$ cat src/rtl/font_arb_pkg.sv
// Shared constants and helpers for the font ROM arbiter.
// Arbitration mode is selected by the FONT_ARB_RR_EN macro in font_rom_arbiter.
package font_arb_pkg;

  localparam int FONT_AW          = 11;
  localparam int FONT_DW          = 8;
  localparam int FONT_ROM_LATENCY = 1;
  localparam int FONT_ARB_MAX_REQ = 8;

  // Extract requester idx's address from a flattened bus padded to the maximum requester count.
  function automatic logic [FONT_AW-1:0] addr_slice(
    input logic [FONT_ARB_MAX_REQ*FONT_AW-1:0] bus,
    input int unsigned                         idx
  );
    return bus[idx*FONT_AW +: FONT_AW];
  endfunction

endpackage

$ cat src/rtl/rr_onehot_picker.sv
// Combinational picker: first set bit of elig, searching upward from start and wrapping.
// Returns the winner as both a one-hot vector and an encoded index.
module rr_onehot_picker #(
  parameter int N  = 2,
  parameter int IW = 1
) (
  input  logic [N-1:0]  elig,
  input  logic [IW-1:0] start,
  output logic [N-1:0]  onehot,
  output logic [IW-1:0] idx,
  output logic          any
);

  int cand;

  always_comb begin
    onehot = '0;
    idx    = '0;
    any    = 1'b0;
    cand   = 0;
    for (int k = 0; k < N; k++) begin
      cand = (int'(start) + k) % N;
      if (!any && elig[cand]) begin
        any          = 1'b1;
        onehot[cand] = 1'b1;
        idx          = IW'(cand);
      end
    end
  end

endmodule

$ cat src/rtl/font_rom_arbiter.sv
// Shares one synchronous-read font ROM between NREQ glyph-row requesters.
// Define FONT_ARB_RR_EN for round-robin; otherwise fixed priority with index 0 highest.
module font_rom_arbiter
  import font_arb_pkg::*;
#(
  parameter int NREQ = 2,
  parameter int AW   = FONT_AW,
  parameter int DW   = FONT_DW
) (
  input  logic              clk,
  input  logic              reset,
  input  logic [NREQ-1:0]   req,
  input  logic [NREQ*AW-1:0] addr,
  output logic [NREQ-1:0]   gnt,
  output logic [NREQ-1:0]   rvalid,
  output logic [DW-1:0]     rdata,
  output logic [AW-1:0]     rom_addr,
  input  logic [DW-1:0]     rom_data,
  output logic              busy
);

  localparam int IW = (NREQ > 1) ? $clog2(NREQ) : 1;

  logic [NREQ-1:0] elig;
  logic [NREQ-1:0] win_onehot;
  logic [IW-1:0]   win_idx;
  logic [IW-1:0]   start_idx;
  logic            win_any;
  logic [AW-1:0]   win_addr;

  // Masking the current grant stops a held request from being accepted twice.
  assign elig = req & ~gnt;

`ifdef FONT_ARB_RR_EN
  logic [IW-1:0] ptr;

  always_ff @(posedge clk) begin
    if (!reset) begin
      ptr <= IW'(NREQ - 1);
    end else if (win_any) begin
      ptr <= win_idx;
    end
  end

  assign start_idx = (ptr == IW'(NREQ - 1)) ? '0 : ptr + 1'b1;
`else
  assign start_idx = '0;
`endif

  rr_onehot_picker #(
    .N  (NREQ),
    .IW (IW)
  ) u_picker (
    .elig   (elig),
    .start  (start_idx),
    .onehot (win_onehot),
    .idx    (win_idx),
    .any    (win_any)
  );

  generate
    if (AW == FONT_AW && NREQ <= FONT_ARB_MAX_REQ) begin : g_pkg_slice
      logic [FONT_ARB_MAX_REQ*FONT_AW-1:0] addr_bus;
      always_comb begin
        addr_bus                = '0;
        addr_bus[NREQ*AW-1:0]   = addr;
      end
      assign win_addr = addr_slice(addr_bus, 32'(win_idx));
    end else begin : g_direct_slice
      assign win_addr = addr[32'(win_idx)*AW +: AW];
    end
  endgenerate

  always_ff @(posedge clk) begin
    if (!reset) begin
      gnt      <= '0;
      rvalid   <= '0;
      rom_addr <= '0;
    end else begin
      gnt    <= win_any ? win_onehot : '0;
      rvalid <= gnt;
      if (win_any) begin
        rom_addr <= win_addr;
      end
    end
  end

  assign rdata = rom_data;
  assign busy  = (|gnt) | (|rvalid);

endmodule
$ cat config.mk
export PLATFORM = sky130hd
export DESIGN_NAME = font_rom_arbiter
export DESIGN_NICKNAME = d
export VERILOG_FILES = /design/src/rtl/font_arb_pkg.sv /design/src/rtl/rr_onehot_picker.sv /design/src/rtl/font_rom_arbiter.sv
export SDC_FILE = /design/constraint.sdc
export NUM_CORES = 1
export LEC_CHECK = 0
export ABC_AREA = 1
export BUFFER_PORTS_ARGS = -buffer_cell sky130_fd_sc_hd__buf_4
export CORE_MARGIN = 4
export CORE_UTILIZATION = 35
export DETAILED_ROUTE_END_ITERATION = 6
export PLACE_DENSITY = 0.74
export RECOVER_POWER = 100
export SYNTH_ARGS = -nofsm -noshare
export SYNTH_HDL_FRONTEND = slang
export SYNTH_SLANG_ARGS = --single-unit
$ cat constraint.sdc
create_clock -name clk -period 1.11 [get_ports clk]
set_clock_uncertainty 0.1 [all_clocks]
set_input_delay 0 -clock clk [delete_from_list [all_inputs] [get_ports clk]]
set_output_delay 0 -clock clk [all_outputs]
set_load 0.01 [all_outputs]
==> summary.txt <==
status - finished with violations
failing checks - negative setup slack
area of the multi-input gates - 408 sq um
CP max-delay cell - sky130_fd_sc_hd__dfxtp_4
delay of the slowest cell on the worst path - 0.39 ns
hpwl dp - 1490 um
first-pass GRT wire length - 4440 um
most common library cell in the layout ignoring fill and taps - sky130_fd_sc_hd__nand2_1
remaining antenna violation count - 0
peak clock frequency supported by timing - 0.874 GHz
starting utilization of the core area - 38.2%
CTS Buf Count - 3
quantity of I/O buffers inserted on ports - 41
non-filler instance count after layout - 214
GRT Util Overall - 21.2%
average cell area after synthesis - 6.83 sq um
via count - 1003
minimum period implied by the final worst setup slack - 1.14 ns
leading cell types in the layout, fill and taps excluded - sky130_fd_sc_hd__nand2_1, sky130_fd_sc_hd__buf_4, sky130_fd_sc_hd__dlygate4sd3_1
CP Max Fanout - 3
sequential standard cell area - 305 sq um
worst-margin pin slew - 0.378 ns
RSZ-0062 raised after global routing - yes
number of diodes added for antenna fixing - 0
Arr. time, crit path - 1.04 ns
number of search-and-repair iterations in the first detailed-routing pass - 4
Root Buffer - sky130_fd_sc_hd__clkbuf_4
number of different library cells in the post-synthesis netlist - 13
via count of the first global-routing pass - 1018
Mapped Area - 772 sq um
clock sinks - 15
Warnings, synthesis - 0
required time of the worst setup path - 1.01 ns
number of antenna violations at the first check in global routing - 0
fraction of layout cells with a size suffix above 1 - 35.3%
period utilisation layout - 103%
x dimension of the die - 55.0 um
sum of routed wire length over all layers - 3010 um
total placed cells including tap cells - 174
pin count of the biggest net entering global routing - 13
type of the worst min-delay path - in2reg
Clock Pin Slew Worst Setup and Hold Paths - 0.09 ns
crit path cell chain - inv_4 > buf_4 > nand3_1 > buf_4
filler cell count - 145
leakage power total - 0.000790 uW
Total Nets Final - 222
relative slew slack - 74.8%
critical path type - reg2out
# IOs - 58
DRC - 0
number of max-capacitance violations reported - 0
net count after synthesis - 147
final slew viol count - 0
synthesized instance count - 113
per-cell via count in the routed design - 4.69
total negative slack for setup checks - -0.0694 ns
Area growth, synth to finish - 93.8%
initial drt markers - 31
flops & latches, synth - 15
Final Hold Viols - 0
worst-case setup margin in the final layout - -0.0338 ns
H-tree depth reported by CTS - 1
final weighted congestion of routability-driven global placement - 0.748
total core area - 2020 sq um
insertion delay to the later sink of the worst-skew pair - 0.28 ns
total global routing overflow - 0
pre-CTS worst setup slack - -0.118 ns
Die Height - 55.0 um
CTS tree - yes
sort of element at the end of the critical path - output pin
number of cell rows - 16
post-synthesis sequential area ratio - 38.9%
drt wl/cell - 14.1 um
power per unit of standard cell area - 946 nW/um^2
Max Root-Sink Buffers - 2
final count of negative-setup-slack endpoints - 3
area of the die - 3020 sq um
most prevalent standard cell on the critical path - sky130_fd_sc_hd__buf_4
critical path launch point type - flop
largest voltage drop on the vdd net - 851 uV
==> logic make-up (layout without fill, tap and decap cells) <==
| logic type | Yosys count | count (layout) | synth area share, % |
|---|---|---|---|
| flip-flops | 15 | 15 | 38.9 |
| AND/OR/NAND/NOR | 78 | 79 | 43.8 |
| buffers and inverters | 19 | 91 | 16.2 |
| AO/OA/AOI/OAI | 1 | 2 | 1.13 |
==> Yosys cell counts (all sizes together) <==
cell    n  share of area (%)
inv     6                2.9
nor2    5                4.4
nand3  12                7.8
nand2  61                 32
a21oi   1                1.1
dfxtp  15                 39
buf    13                 13
==> final cells by class <==
type                            instances  area share (%)
Timing Repair Buffer                   81            46.5
Multi-Input combinational cell         81            27.3
Sequential cell                        15            20.4
Tap cell                               27            2.26
Inverter                                6            1.84
Clock buffer                            4            1.76
==> repair_timing <==
| item | in CTS | in global routing |
|---|---|---|
| hold buffers | 32 | 0 |
| endpoints found under the setup margin | 12 | 12 |
| gates resized for setup | 5 | 10 |
| pin swaps | 2 | 4 |
| buffers inserted | 0 | 1 |
| hold endpoints to repair | 23 | 0 |
| cloned | 1 | 2 |
==> metrics by stage <==
stage / instance area [sq um] / utilization (%) / hold slack, ns / total power (uW)
after floorplan: 773 / - / -0.00823 / 802
after global placement: 1060 / 52.3 / -0.0999 / 931
after detailed placement: 1060 / 52.3 / -0.0999 / 938
after CTS: 1430 / 70.9 / -0.0573 / 1370
after global routing: 1500 / 74.0 / 0.0330 / 1480
final: 1500 / 74.0 / 0.0339 / 1420
==> critical path, delay by kind of cell (launching register included) <==
family / cells / cell delay (ns)
flops: 1 / 0.39
simple gates: 1 / 0.08
buf+inv: 3 / 0.28
==> path summary, 6_finish.rpt <==
check	cells after the start	endpoint	slack (ns)	startpoint
worst max register to register	6	rom_addr[10]$_SDFFE_PN0P_	-0.03	gnt[1]$_SDFF_PN0_
worst min register to register	2	rom_addr[7]$_SDFFE_PN0P_	0.36	rom_addr[7]$_SDFFE_PN0P_
worst max-delay path	4	busy	-0.03	gnt[1]$_SDFF_PN0_
worst min-delay path	4	gnt[0]$_SDFF_PN0_	0.03	req[0]
==> registers in the layout (all words and copies together) (netlist names) <==
name and count:
rvalid 2, rom_addr 11, gnt 2
==> power breakdown <==
group          leakage (uW)  switching (uW)  internal [uW]
Combinational      0.000650             220            263
Sequential         0.000125            27.0            578
Clock             0.0000150             188            139
==> metal layers <==
| layer | wire (um) | track usage, % | vias to the layer above |
|---|---|---|---|
| met5 | 0 | 0 | - |
| met3 | 183 | 5.09 | 4 |
| met4 | 58 | 12.6 | 0 |
| li1 | - | - | 485 |
| met1 | 1120 | 21.8 | 464 |
| met2 | 1650 | 38.6 | 50 |
(Power assumes the default switching activity.)
